File: src/rtl/zigzag_pkg.sv
// Shared constants and enums for the galaxian-family ROM download path.
// Region layout defaults match the zigzag image: CPU, then GFX, then colour PROM.
package zigzag_pkg;

  localparam int CPU_SIZE_DEF  = 16384;
  localparam int GFX_SIZE_DEF  = 4096;
  localparam int PROM_SIZE_DEF = 32;
  localparam int CPU_BASE_DEF  = 0;
  localparam int GFX_BASE_DEF  = CPU_BASE_DEF + CPU_SIZE_DEF;
  localparam int PROM_BASE_DEF = GFX_BASE_DEF + GFX_SIZE_DEF;
  localparam int TOTAL         = PROM_BASE_DEF + PROM_SIZE_DEF;
  localparam int COUNT_W       = 17;

  typedef enum logic [2:0] {
    ST_IDLE,
    ST_LOAD,
    ST_CHECK,
    ST_HOLD,
    ST_READY,
    ST_ERROR
  } loader_state_t;

  typedef enum logic [1:0] {
    REGION_NONE,
    REGION_CPU,
    REGION_GFX,
    REGION_PROM
  } region_sel_t;

endpackage

File: src/rtl/rom_region_decode.sv
// Combinational download-address decoder: picks the ROM region and the
// region-local address. Shared by the galaxian-family cores.
module rom_region_decode
  import zigzag_pkg::*;
#(
  parameter int CPU_SIZE  = CPU_SIZE_DEF,
  parameter int GFX_SIZE  = GFX_SIZE_DEF,
  parameter int PROM_SIZE = PROM_SIZE_DEF
) (
  input  logic [24:0]  addr,
  output region_sel_t  region,
  output logic [2:0]   region_oh,   // {prom, gfx, cpu}
  output logic [15:0]  local_addr
);

  localparam logic [24:0] GFX_BASE  = 25'(CPU_SIZE);
  localparam logic [24:0] PROM_BASE = 25'(CPU_SIZE + GFX_SIZE);
  localparam logic [24:0] END_ADDR  = 25'(CPU_SIZE + GFX_SIZE + PROM_SIZE);

  always_comb begin
    region     = REGION_NONE;
    local_addr = 16'(addr);
    if (addr < GFX_BASE) begin
      region     = REGION_CPU;
      local_addr = 16'(addr);
    end else if (addr < PROM_BASE) begin
      region     = REGION_GFX;
      local_addr = 16'(addr - GFX_BASE);
    end else if (addr < END_ADDR) begin
      region     = REGION_PROM;
      local_addr = 16'(addr - PROM_BASE);
    end
    region_oh = {region == REGION_PROM, region == REGION_GFX, region == REGION_CPU};
  end

endmodule

File: src/rtl/zigzag_rom_loader.sv
// Steers the HPS ROM download into per-region write ports, verifies the image
// size and sums it, and keeps the core in reset until a good image is loaded.
module zigzag_rom_loader
  import zigzag_pkg::*;
#(
  parameter int CPU_SIZE   = CPU_SIZE_DEF,
  parameter int GFX_SIZE   = GFX_SIZE_DEF,
  parameter int PROM_SIZE  = PROM_SIZE_DEF,
  parameter int RESET_HOLD = 16
) (
  input  logic                clk_sys,
  input  logic                reset,
  input  logic                ioctl_download,
  input  logic                ioctl_wr,
  input  logic [24:0]         ioctl_addr,
  input  logic [7:0]          ioctl_dout,
  output logic                cpu_we,
  output logic                gfx_we,
  output logic                prom_we,
  output logic [15:0]         rom_addr,
  output logic [7:0]          rom_data,
  output logic                core_reset,
  output logic                rom_ready,
  output logic                load_error,
  output logic [COUNT_W-1:0]  byte_count,
  output logic [7:0]          checksum
);

  localparam logic [COUNT_W-1:0] TOTAL_COUNT = COUNT_W'(CPU_SIZE + GFX_SIZE + PROM_SIZE);
  localparam int                 HOLD_W      = $clog2(RESET_HOLD + 1) + 1;
  localparam logic [HOLD_W-1:0]  HOLD_LAST   = HOLD_W'((RESET_HOLD > 0) ? RESET_HOLD - 1 : 0);

  loader_state_t      state_q, state_d;
  logic               dl_q;
  logic [HOLD_W-1:0]  hold_cnt_q, hold_cnt_d;
  logic [COUNT_W-1:0] count_q, count_d;
  logic [7:0]         sum_q, sum_d;
  logic               overflow_q, overflow_d;
  logic               load_error_q, load_error_d;
  logic [2:0]         we_q, we_d;
  logic [15:0]        rom_addr_q, rom_addr_d;
  logic [7:0]         rom_data_q, rom_data_d;
  logic               core_reset_q, core_reset_d;
  logic               rom_ready_q, rom_ready_d;

  region_sel_t region;
  logic [2:0]  region_oh;
  logic [15:0] local_addr;
  logic        dl_rise, dl_fall, accept;

  rom_region_decode #(
    .CPU_SIZE  (CPU_SIZE),
    .GFX_SIZE  (GFX_SIZE),
    .PROM_SIZE (PROM_SIZE)
  ) u_decode (
    .addr       (ioctl_addr),
    .region     (region),
    .region_oh  (region_oh),
    .local_addr (local_addr)
  );

  always_comb begin
    dl_rise = ioctl_download & ~dl_q;
    dl_fall = ~ioctl_download & dl_q;
    // A strobe coincident with the download dropping is deliberately discarded.
    accept  = (state_q == ST_LOAD) && ioctl_download && ioctl_wr;

    state_d      = state_q;
    hold_cnt_d   = hold_cnt_q;
    count_d      = count_q;
    sum_d        = sum_q;
    overflow_d   = overflow_q;
    load_error_d = load_error_q;
    we_d         = '0;
    rom_addr_d   = rom_addr_q;
    rom_data_d   = rom_data_q;

    if (dl_rise) begin
      state_d      = ST_LOAD;
      count_d      = '0;
      sum_d        = '0;
      overflow_d   = 1'b0;
      load_error_d = 1'b0;
    end else begin
      case (state_q)
        ST_LOAD: begin
          if (dl_fall) state_d = ST_CHECK;
          if (accept) begin
            rom_addr_d = local_addr;
            rom_data_d = ioctl_dout;
            we_d       = region_oh;
            if (region == REGION_NONE) begin
              overflow_d = 1'b1;
            end else begin
              if (count_q != '1) count_d = count_q + 1'b1;
              sum_d = sum_q + ioctl_dout;
            end
          end
        end
        ST_CHECK: begin
          if (count_q == TOTAL_COUNT && !overflow_q) begin
            state_d    = ST_HOLD;
            hold_cnt_d = '0;
          end else begin
            state_d      = ST_ERROR;
            load_error_d = 1'b1;
          end
        end
        ST_HOLD: begin
          if (hold_cnt_q == HOLD_LAST) state_d = ST_READY;
          else hold_cnt_d = hold_cnt_q + 1'b1;
        end
        default: ;
      endcase
    end

    rom_ready_d  = (state_d == ST_READY);
    core_reset_d = (state_d != ST_READY);
  end

  always_ff @(posedge clk_sys) begin
    if (reset) begin
      state_q      <= ST_IDLE;
      dl_q         <= 1'b1;   // a download already running at reset release is ignored
      hold_cnt_q   <= '0;
      count_q      <= '0;
      sum_q        <= '0;
      overflow_q   <= 1'b0;
      load_error_q <= 1'b0;
      we_q         <= '0;
      rom_addr_q   <= '0;
      rom_data_q   <= '0;
      core_reset_q <= 1'b1;
      rom_ready_q  <= 1'b0;
    end else begin
      state_q      <= state_d;
      dl_q         <= ioctl_download;
      hold_cnt_q   <= hold_cnt_d;
      count_q      <= count_d;
      sum_q        <= sum_d;
      overflow_q   <= overflow_d;
      load_error_q <= load_error_d;
      we_q         <= we_d;
      rom_addr_q   <= rom_addr_d;
      rom_data_q   <= rom_data_d;
      core_reset_q <= core_reset_d;
      rom_ready_q  <= rom_ready_d;
    end
  end

  assign cpu_we     = we_q[0];
  assign gfx_we     = we_q[1];
  assign prom_we    = we_q[2];
  assign rom_addr   = rom_addr_q;
  assign rom_data   = rom_data_q;
  assign core_reset = core_reset_q;
  assign rom_ready  = rom_ready_q;
  assign load_error = load_error_q;
  assign byte_count = count_q;
  assign checksum   = sum_q;

endmodule

File: config.mk
export PLATFORM = sky130hd
export DESIGN_NAME = zigzag_rom_loader
export DESIGN_NICKNAME = d
export VERILOG_FILES = /design/src/rtl/zigzag_pkg.sv /design/src/rtl/rom_region_decode.sv /design/src/rtl/zigzag_rom_loader.sv
export SDC_FILE = /design/constraint.sdc
export NUM_CORES = 1
export LEC_CHECK = 0
export ABC_AREA = 1
export BUFFER_PORTS_ARGS = -buffer_cell sky130_fd_sc_hd__buf_2
export CORE_MARGIN = 8
export CORE_UTILIZATION = 43
export CTS_BUF_LIST = sky130_fd_sc_hd__clkbuf_8
export CTS_CLUSTER_DIAMETER = 30
export CTS_CLUSTER_SIZE = 25
export DETAILED_ROUTE_END_ITERATION = 12
export GPL_ROUTABILITY_DRIVEN = 0
export GPL_TIMING_DRIVEN = 1
export HOLD_SLACK_MARGIN = 0.05
export PLACE_DENSITY = 0.73
export SLEW_MARGIN = 30
export SYNTH_ARGS = -nofsm -noshare
export SYNTH_HDL_FRONTEND = slang
export SYNTH_HIERARCHICAL = 1
export SYNTH_SLANG_ARGS = --single-unit
File: constraint.sdc
create_clock -name clk_sys -period 4.81 [get_ports clk_sys]
set_input_delay 0.7215 -clock clk_sys [delete_from_list [all_inputs] [get_ports clk_sys]]
set_output_delay 0.7215 -clock clk_sys [all_outputs]
set_load 0.005 [all_outputs]
==> results of run 1 <==
[through the flow]
step | util [%] | instance area [um^2]
after detailed placement | 49.14 | 4038
after global placement | 49.14 | 4038
after global routing | 51.58 | 4238
after CTS | 51.58 | 4238
after floorplan | - | 3626
final | 51.58 | 4238
[how the worst max path moves through the flow]
| stage | endpoint | cells past startpoint |
|---|---|---|
| 6_report | rom_addr[3] | 7 |
| 5_1_grt | rom_addr[3] | 7 |
| 4_1_cts | rom_data[2] | 7 |
| 3_5_place_dp | rom_addr[3] | 6 |
| 3_3_place_gp | rom_addr[8] | 6 |
| 2_1_floorplan | byte_count[8] | 15 |
[layer usage]
metal | GRT usage (%) | share of wire (%)
met5 | 0 | 0
met4 | 6.838 | 1.1
met3 | 5.569 | 7.6
met2 | 27.68 | 48
met1 | 17.40 | 43
[worst max-delay path: cells and delay by family (launching register included)]
family / cells / cell delay (ns)
AOI/OAI and AO/OA: 1 / 0.09
buffers and inverters: 1 / 0.06
DFF: 1 / 0.39
and+or+nand+nor: 5 / 1.70
[cell usage in the layout, fill, tap and decap left out, types with 2 or more instances in the layout]
cell type	instances
a21boi_0	2
a21o_1	2
a21oi_1	57
a21oi_2	2
and3_1	3
buf_2	91
buf_4	2
clkbuf_8	9
clkinvlp_4	2
dfxtp_1	66
ha_1	12
inv_1	58
inv_2	4
inv_6	3
nand2_1	111
nand2_2	4
nand3_1	48
nand3_2	3
nand4_1	12
nor2_1	48
nor2_2	4
nor2_4	2
nor3_1	6
nor3_2	3
o21ai_0	12
o21ai_1	2
or2_2	2
xnor2_1	4
xor2_1	9
[where the power goes]
part | internal [W] | total (W) | leakage [nW] | switching [W]
Sequential | 0.000554 | 0.000559 | 0.533 | 0.00000522
Clock | 0.000244 | 0.000474 | 0.0966 | 0.000230
Combinational | 0.0000351 | 0.0000990 | 1.32 | 0.0000640
[kinds of logic (layout without fill, tap and decap cells)]
family                   Yosys count  count (layout)
AND/OR/NAND/NOR                  252             252
buffers and inverters             92             171
AO/OA/AOI/OAI                     80              80
flip-flops                        66              66
adder cells (fa/ha/maj)           13              13
XOR/XNOR                          13              13
[sequential cells by signal, indices dropped and copies added, names as in the netlist]
name        count
byte_count     17
checksum        8
core_reset      1
dl_q            1
hold_cnt_q      6
load_error      1
overflow_q      1
rom_addr       16
rom_data        8
rom_ready       1
state_q         3
we_q            3
[area by class of cell]
class	count	area share [%]
clock buffer	9	2.923
clock inverter	7	1.801
inverter	62	5.492
multi-input combinational	358	44.41
sequential	66	31.18
tap	105	3.100
timing repair buffer	93	11.10
[cells in the mapped netlist (all sizes together)]
cell    number  area share, %
a21boi       2           0.41
nand4       12            2.1
nand3b       1           0.21
o21bai       1           0.21
and3         3           0.52
fa           1           0.55
nand2      116             12
o21ai       15            2.2
xor2         9            2.2
a21o         2           0.41
inv         62            6.4
and2         1           0.17
dfxtp       66             36
o21a         1           0.21
buf         21            4.3
a21oi       59            8.4
nand3       51            7.5
clkbuf       9           0.93
nor3         9            1.7
nor3b        2           0.55
xnor2        4           0.97
ha          12            4.1
nor2        55            6.8
or2          2           0.35
==> out/metrics.yaml, run 1 <==
routing:
  wl_per_cell_um: 13.16
  drc: 0
  dr.pass1.iters: 4
  vias: 3529
  routed_wirelength_mm: 9.213
  ant_nets: 0
  routed_via_density: 5.041
  drt-initial-drc-count: 241
worst_setup_path:
  crit_chain: "inv_2 -> nor2_4 -> nand2_2 -> nor2_4 -> nand2_1 -> nand2_1 -> a21oi_1"
  criticalPathCategory: "register to register"
  crit_path_start: "state_q[0]"
  slowest_stage: "nand2_1"
  cp.required_ns: 5.02
  reg2reg_depth: 7
  ff2ff_setup_slack_ns: 2.42
  cp_data_arrival_time_ns: 2.60
  start_kind: "register"
  cp_max_fo: 30
  max_stage_delay_ns: 0.69
  r2r_end: "rom_addr[3]"
  crit_path_end_kind: "register"
  r2r-start: "state_q[0]"
cts:
  htree_levels: 3
  insertion_delay_ns: 0.34
  clock_sinks: 66
  cts.path.max_buffers: 2
  post-cts-setup-buffer-count: 0
  cts_hold_buffers: 0
  clockRootBuffer: "clkbuf_8"
  cts_tree: "built"
  cts-resized-gates: 0
  numCtsBuffers: 9
  clk_pin_slew_ns: 0.08
sta:
  fin_crit_ns: 2.390
  slew_headroom_pct: 46.61
  fin_crit_sh_pct: 49.69
  slew_viol_final: 0
  finClkSkew_ns: 0.01213
  fin_setup_tns_ns: 0
  tightest_slew_ns: 0.7990
  fin_ws_ns: 2.420
  whs_ns: 0.4522
  finalHoldViolCount: 0
  rsz0062_at_grt: "false"
  max_freq_mhz: 418.4
  setup_viol_count_final: 0
global_routing:
  grt_antenna_before_repair: 0
  grt_usage_pct: 16.04
  grt_pass1_wl_mm: 15.43
  grt_pass1_vias: 3499
  grt_max_degree: 34
  grt_overflow: 0
synthesis:
  muxShareOfSynthArea_pct: 0
  synth_top_family_by_area: "simple AND/OR/NAND/NOR gates"
  netlist_area_um2: 3626
  postSynthAreaPerCell_um2: 7.027
  synth_fa_ha_area_share_pct: 4.693
  synth-compound-area-share_pct: 11.77
  ys_types: 39
  ys.warnings.count: 6
  synth-seq-cells: 66
  synth-simple-area-share_pct: 32.30
  syn_nets: 566
  synthXorXnorAreaFrac_pct: 3.140
  syn_inst: 516
  seq_area_frac_synth_pct: 36.44
die:
  pin_count: 92
  die_x_um: 107.8
  die_h_um: 107.8
  start_util_pct: 44.13
  core_area_um2: 8217
  die-area_um2: 11630
  fp-row-count: 33
cells_and_area:
  multi_input_area_um2: 1882
  stdcell_count: 700
  diodes: 0
  layout-drive-gt1-share_pct: 23.03
  area_delta_synth_final_pct: 16.87
  fillers: 806
  ff_latch_area_um2: 1321
  layout.nets: 640
worst_hold_path:
  hp-start: "load_error"
  whs_endpoint: "load_error"
  hp-class: "register to register"
  hold_path_depth: 2
flow_run:
  drv_cap: 0
placed_design:
  pre_cts_ws_ns: 2.173
  port_buffers: 91
  dp_hpwl_mm: 6.944
  placedCellCount: 684
power:
  finalPower_w: 0.001132
  ir_drop_mv: 0.1493
  p_leak_nw: 1.952
  power.density_nw_per_um2: 267.1
outcome:
  status: "finished, final reports clean"
No activity file was read; power rests on OpenSTA's default activity.
==> run 2, diff against run 1 <==
--- a/config.mk
+++ b/config.mk
@@ -16,7 +16,7 @@
 export GPL_ROUTABILITY_DRIVEN = 0
 export GPL_TIMING_DRIVEN = 1
 export HOLD_SLACK_MARGIN = 0.05
-export PLACE_DENSITY = 0.73
+export PLACE_DENSITY = 0.75
 export SLEW_MARGIN = 30
 export SYNTH_ARGS = -nofsm -noshare
 export SYNTH_HDL_FRONTEND = slang
==> constraint.sdc (replaced) <==
create_clock -name clk_sys -period 2 [get_ports clk_sys]
set_input_delay 0.3 -clock clk_sys [delete_from_list [all_inputs] [get_ports clk_sys]]
set_output_delay 0.3 -clock clk_sys [all_outputs]
set_load 0.005 [all_outputs]
==> run 2 against run 1 <==
Compared with the run above: worst setup slack got worse by 2.2 ns; core utilization increased by 1.1 points; sequential power increased by 140%; non-clock buffer count rose by 14; power up 130%; via count rose by 1.8%; hold slack got worse by 0.27 ns; clock skew decreased by 0.0033 ns; highest routed layer unchanged.
==> out/metrics.yaml, run 2 (synthesis gave the netlist of run 1 again) <==
die:
  die_h_um: 107.8  # unchanged
  fp-row-count: 33  # unchanged
  pin_count: 92  # unchanged
  core_area_um2: 8217  # unchanged
  die-area_um2: 11630  # unchanged
  die_x_um: 107.8  # unchanged
  start_util_pct: 44.13  # unchanged
outcome:
  status: "finished, final reports clean"
worst_setup_path:
  r2r-start: "byte_count[0]"
  critPathTopFamily: "simple AND/OR/NAND/NOR gates"
  cp.required_ns: 2.21  # -2.81 ns
  crit_path_end_kind: "register"
  crit_path_start: "byte_count[0]"
  endpoint: "byte_count[7]"
  crit_buf_inv: 2  # +1
  max_stage_delay_ns: 0.34  # -0.35 ns
  ff2ff_setup_slack_ns: 0.19  # -2.23 ns
  crit_chain: "ha_1 -> nand3_1 -> inv_1 -> nand2_2 -> nor2_1 -> ha_2 -> nor2_8 -> buf_6 -> nand3_1 -> nor3b_2"
  cp_data_arrival_time_ns: 2.02  # -0.58 ns
  criticalPathCategory: "register to register"
  cp_max_fo: 8  # -73%
  r2r_end: "byte_count[7]"
  start_kind: "register"
  crit_path_frequent_cell: "nand3_1"
  slowest_stage: "dfxtp_1"
  reg2reg_depth: 10  # +3
  cp_num_cells: 10  # +3
routing:
  drc: 0  # unchanged
  vias: 3591  # +1.8%
  wl_per_cell_um: 13.06  # -0.75%
  ant_nets: 0  # unchanged
  drt-initial-drc-count: 228  # -5.4%
  dr.pass1.iters: 5  # +1
  routed_wirelength_mm: 9.327  # +1.2%
  routed_via_density: 5.029  # -0.24%
sta:
  fin_crit_ns: 1.808  # -0.5826 ns
  max_freq_mhz: 553.2  # +32%
  slew_headroom_pct: 64.43  # +18 points
  finalHoldViolCount: 0  # unchanged
  tightest_slew_ns: 0.5330  # -0.2660 ns
  fin_crit_sh_pct: 90.38  # +41 points
  fin_ws_ns: 0.1923  # -2.227 ns
  finClkSkew_ns: 0.008787  # -0.003347 ns
  setup_viol_count_final: 0  # unchanged
  slew_viol_final: 0  # unchanged
  rsz0062_at_grt: "false"
global_routing:
  grt_pass1_wl_mm: 15.84  # +2.6%
  grt_overflow: 0  # unchanged
  grt_max_degree: 33  # -2.9%
  grt_usage_pct: 16.44  # +0.40 points
  grt_antenna_before_repair: 0  # unchanged
  grt_pass1_vias: 3604  # +3.0%
cells_and_area:
  diodes: 0  # unchanged
  ff_latch_area_um2: 1321  # unchanged
  largest_register_ffs: 17  # unchanged
  fillers: 810  # +0.50%
  final_util_pct: 52.63  # +1.1 points
  layout.nets: 654  # +2.2%
  multi_input_area_um2: 1887  # +0.27%
  layout_common_cells: "nand2_1 (110), buf_2 (91), dfxtp_1 (66)"
  area_delta_synth_final_pct: 19.25
  final_common_cell: "nand2_1"
  layout-drive-gt1-share_pct: 25.12  # +2.1 points
placed_design:
  pre_cts_ws_ns: -0.03248  # -2.205 ns
  dp_hpwl_mm: 7.214  # +3.9%
  port_buffers: 91  # unchanged
cts:
  cts_hold_buffers: 0  # unchanged
  htree_levels: 3  # unchanged
  clockRootBuffer: "clkbuf_8"
  clock_sinks: 66  # unchanged
  numCtsBuffers: 9  # unchanged
  clk_pin_slew_ns: 0.08  # about the same
  insertion_delay_ns: 0.34  # about the same
  cts_tree: "built"
  post-cts-setup-buffer-count: 0  # unchanged
  cts.path.max_buffers: 2  # unchanged
  cts-resized-gates: 0  # unchanged
worst_hold_path:
  hp-class: "primary input to register"
power:
  power.density_nw_per_um2: 593.0  # +120%
  p_leak_nw: 2.019  # +3.4%
  ir_drop_mv: 0.4223  # +180%
flow_run:
  drv_cap: 0  # unchanged
run 2: changes by cell type in the layout (fill, tap and decap cells not counted), sizes merged:
| cell | before | now |
|---|---|---|
| clkinv | 1 | 7 |
| inv | 65 | 62 |
| bufinv | 1 | 0 |
| buf | 93 | 107 |
| clkinvlp | 2 | 0 |
run 2: layout make-up:
class	instances	share of cell area [%]
clock buffer	9	2.865
clock inverter	7	1.071
inverter	62	5.440
multi-input combinational	358	43.63
sequential	66	30.56
tap	105	3.038
timing repair buffer	107	13.40
run 2: worst min-delay path by stage:
stage / endpoint / cells past startpoint / slack (ns) / start
floorplan: dl_q / 2 / 0.41 / ioctl_download
detailed placement: rom_addr[14] / 2 / 0.45 / rom_addr[14]
global placement: load_error / 2 / 0.44 / load_error
CTS: dl_q / 3 / 0.17 / ioctl_download
finish: dl_q / 3 / 0.18 / ioctl_download
global route: dl_q / 3 / 0.18 / ioctl_download
run 2: stage by stage:
stage	setup TNS, ns	hold WS [ns]	total power [W]	instance area, um^2	instances
4_1_cts	0	0.1686	0.002597	4313	714
3_3_place_gp	0	0.4418	0.001614	4143	698
2_1_floorplan	0	0.4085	0.001540	3626	516
6_report	0	0.1776	0.002564	4324	714
3_5_place_dp	-0.04550	0.4501	0.001623	4143	698
5_1_grt	0	0.1824	0.002687	4324	714
run 2: per-layer routing:
metal | track usage (%) | wire length [um]
met1 | 18.67 | 4059
met2 | 27.94 | 4411
met3 | 5.629 | 759
met4 | 5.748 | 97
met5 | 0 | 0
run 2: worst reg2reg max path: cells and delay by family (launching register included):
family	cells	cell delay [ns]
flip-flops	1	0.34
AND/OR/NAND/NOR	6	0.68
adder cells (fa/ha/maj)	2	0.44
buffers and inverters	2	0.23
run 2: where the power goes:
group          switching (W)  internal, W  leakage [nW]
combinational       0.000155    0.0000903          1.39
sequential         0.0000129      0.00133         0.533
clock               0.000526     0.000447        0.0927
==> run 3, diff against run 2 <==
==> constraint.sdc (replaced) <==
create_clock -name clk_sys -period 2 [get_ports clk_sys]
set_input_delay 0.1 -clock clk_sys [delete_from_list [all_inputs] [get_ports clk_sys]]
set_output_delay 0.1 -clock clk_sys [all_outputs]
set_load 0.005 [all_outputs]
==> run 3 against run 2 <==
Compared with the run above: die area did not move; via count rose by 1.3%; hold slack got worse by 0.10 ns; critical path type unchanged; largest cell class unchanged; register-to-register slack improved by 0.02 ns; sequential share of layout area fell by 1.2 points; flip-flop and latch count did not move.
==> out/metrics.yaml, run 3 (synthesis gave the netlist of run 1 again) <==
routing:
  ant_nets: 0  # unchanged
  vias: 3638  # +1.3%
  routed_wirelength_mm: 9.734  # +4.4%
  routed_via_density: 4.984  # -0.91%
  wl_per_cell_um: 13.33  # +2.1%
  dr.pass1.iters: 4  # -1
  drt-initial-drc-count: 280  # +23%
  drc: 0  # unchanged
die:
  die_h_um: 107.8  # unchanged
  core_area_um2: 8217  # unchanged
  start_util_pct: 44.13  # unchanged
  pin_count: 92  # unchanged
  die_x_um: 107.8  # unchanged
  die-area_um2: 11630  # unchanged
  fp-row-count: 33  # unchanged
worst_setup_path:
  max_stage_delay_ns: 0.34  # about the same
  start_kind: "register"
  cp_data_arrival_time_ns: 2.02  # about the same
  crit_path_end_kind: "register"
  crit_chain: "ha_2 -> nand3_1 -> inv_1 -> nand2_1 -> nor2_1 -> ha_2 -> nor2_8 -> buf_4 -> nand2_1 -> o21ai_0 -> a21oi_1"
  cp_max_fo: 11  # +3
  cp.required_ns: 2.23  # +0.02 ns
  slowest_stage: "dfxtp_1"
  criticalPathCategory: "register to register"
cells_and_area:
  layout.nets: 670  # +2.4%
  largest_register_ffs: 17  # unchanged
  layout-drive-gt1-share_pct: 24.16  # -0.96 points
  area_delta_synth_final_pct: 24.12
  final_common_cell: "nand2_1"
  layout_common_cells: "nand2_1 (111), buf_2 (91), dfxtp_1 (65)"
  diodes: 0  # unchanged
power:
  seqPwrFrac_pct: 50.0  # -2.5 points
  internal_power_w: 0.002006  # +7.3%
  p_clk_share_pct: 39.9  # +2.0 points
  power.switching_w: 0.0006842  # -1.5%
  p_leak_nw: 2.086  # +3.3%
  power.density_nw_per_um2: 597.7  # +0.79%
  ir_drop_mv: 0.3661  # -13%
  p_sw_share_pct: 25.43  # -1.6 points
  comb_power_share_pct: 10.1  # +0.5 points
cts:
  htree_levels: 3  # unchanged
  clock_sinks: 66  # unchanged
  cts.path.max_buffers: 2  # unchanged
  clk_pin_slew_ns: 0.07  # about the same
  numCtsBuffers: 9  # unchanged
  cts_tree: "built"
  clockRootBuffer: "clkbuf_8"
  insertion_delay_ns: 0.34  # about the same
placed_design:
  dp_hpwl_mm: 7.041  # -2.4%
  port_buffers: 91  # unchanged
sta:
  slew_headroom_pct: 62.66  # -1.8 points
  setup_viol_count_final: 0  # unchanged
  whs_ns: 0.07290  # -0.1047 ns
  rsz0062_at_grt: "false"
  finClkSkew_ns: 0.01058  # +0.001792 ns
  tightest_slew_ns: 0.5595  # +0.02655 ns
  max_freq_mhz: 558.5  # +0.96%
  fin_crit_sh_pct: 89.52  # -0.86 points
  fin_setup_tns_ns: 0  # unchanged
  finalHoldViolCount: 0  # unchanged
  fin_crit_ns: 1.790  # -0.01723 ns
  slew_viol_final: 0  # unchanged
global_routing:
  grt_pass1_wl_mm: 16.30  # +2.9%
  grt_pass1_vias: 3645  # +1.1%
  grt_max_degree: 33  # unchanged
  grt_overflow: 0  # unchanged
  grt_antenna_before_repair: 0  # unchanged
  grt_usage_pct: 17.01  # +0.57 points
worst_hold_path:
  hp-class: "primary input to register"
flow_run:
  drv_cap: 0  # unchanged
outcome:
  status: "finished, final reports clean"
==> run 3: changes by cell type in the layout (fill, tap and decap cells not counted), sizes merged <==
cell	previous run	this run
dlygate4sd3	0	17
buf	107	106
bufinv	0	1
clkinvlp	0	2
inv	62	64
clkinv	7	2
==> run 3: path summary, 6_finish.rpt <==
path / endpoint / cells after the start / slack, ns / start
worst max-delay path: byte_count[2] / 11 / 0.21 / byte_count[0]
worst min-delay path: rom_data[0] / 3 / 0.07 / ioctl_dout[0]
worst min register to register: load_error / 2 / 0.45 / load_error
worst max register to register: byte_count[2] / 11 / 0.21 / byte_count[0]
==> run 3: metrics by stage <==
step                instance area (um^2)  utilization [%]  setup WS (ns)  std cells  total power, W
finish                              4501            54.77         0.2096        730        0.002690
global route                        4501            54.77        0.04432        730        0.002812
CTS                                 4447            54.12        0.03174        724        0.002714
detailed placement                  4090            49.78        0.03242        691        0.001620
global placement                    4090            49.78        0.08965        691        0.001611
floorplan                           3626                -         0.2923        516        0.001540
==> run 3: what timing repair did <==
action | 4_1_cts | 5_1_grt
setup buffers | 0 | 6
gates resized for setup | 0 | 4
hold buffers | 17 | 0
endpoints found under the setup margin | 0 | 16
hold endpoints to repair | 17 | 0
==> run 3: power groups by stage <==
stage	Clock (W)	Sequential [W]	Combinational, W
after CTS	0.00110	0.00135	0.000270
after global routing	0.00116	0.00135	0.000307
after floorplan	0	0.00138	0.000165
after global placement	0	0.00138	0.000235
after detailed placement	0	0.00138	0.000244
final	0.00107	0.00135	0.000271
==> run 3: critical path, delay by kind of cell, from the launching register on <==
kind | cells | cell delay, ns
AO/OA/AOI/OAI | 2 | 0.19
AND/OR/NAND/NOR | 5 | 0.52
flip-flops | 1 | 0.34
buffers and inverters | 2 | 0.22
adder cells (fa/ha/maj) | 2 | 0.41
==> run 3: layout make-up <==
class,instances,area [um^2]
multi-input combinational,358,1887
timing repair buffer,123,738.2
sequential,66,1323
inverter,62,235.2
clock inverter,7,62.56
tap,105,131.4
clock buffer,9,123.9
fill,793,3716
==> run 3: routing by layer <==
| metal | part of all wire, % | global-route usage [%] | vias up | routed length [um] |
|---|---|---|---|---|
| li1 | - | - | 1858 | - |
| met1 | 43 | 19.76 | 1652 | 4176 |
| met2 | 48 | 28.03 | 113 | 4632 |
| met3 | 8.0 | 6.228 | 15 | 777 |
| met4 | 1.5 | 6.046 | 0 | 148 |
| met5 | 0 | 0 | - | 0 |
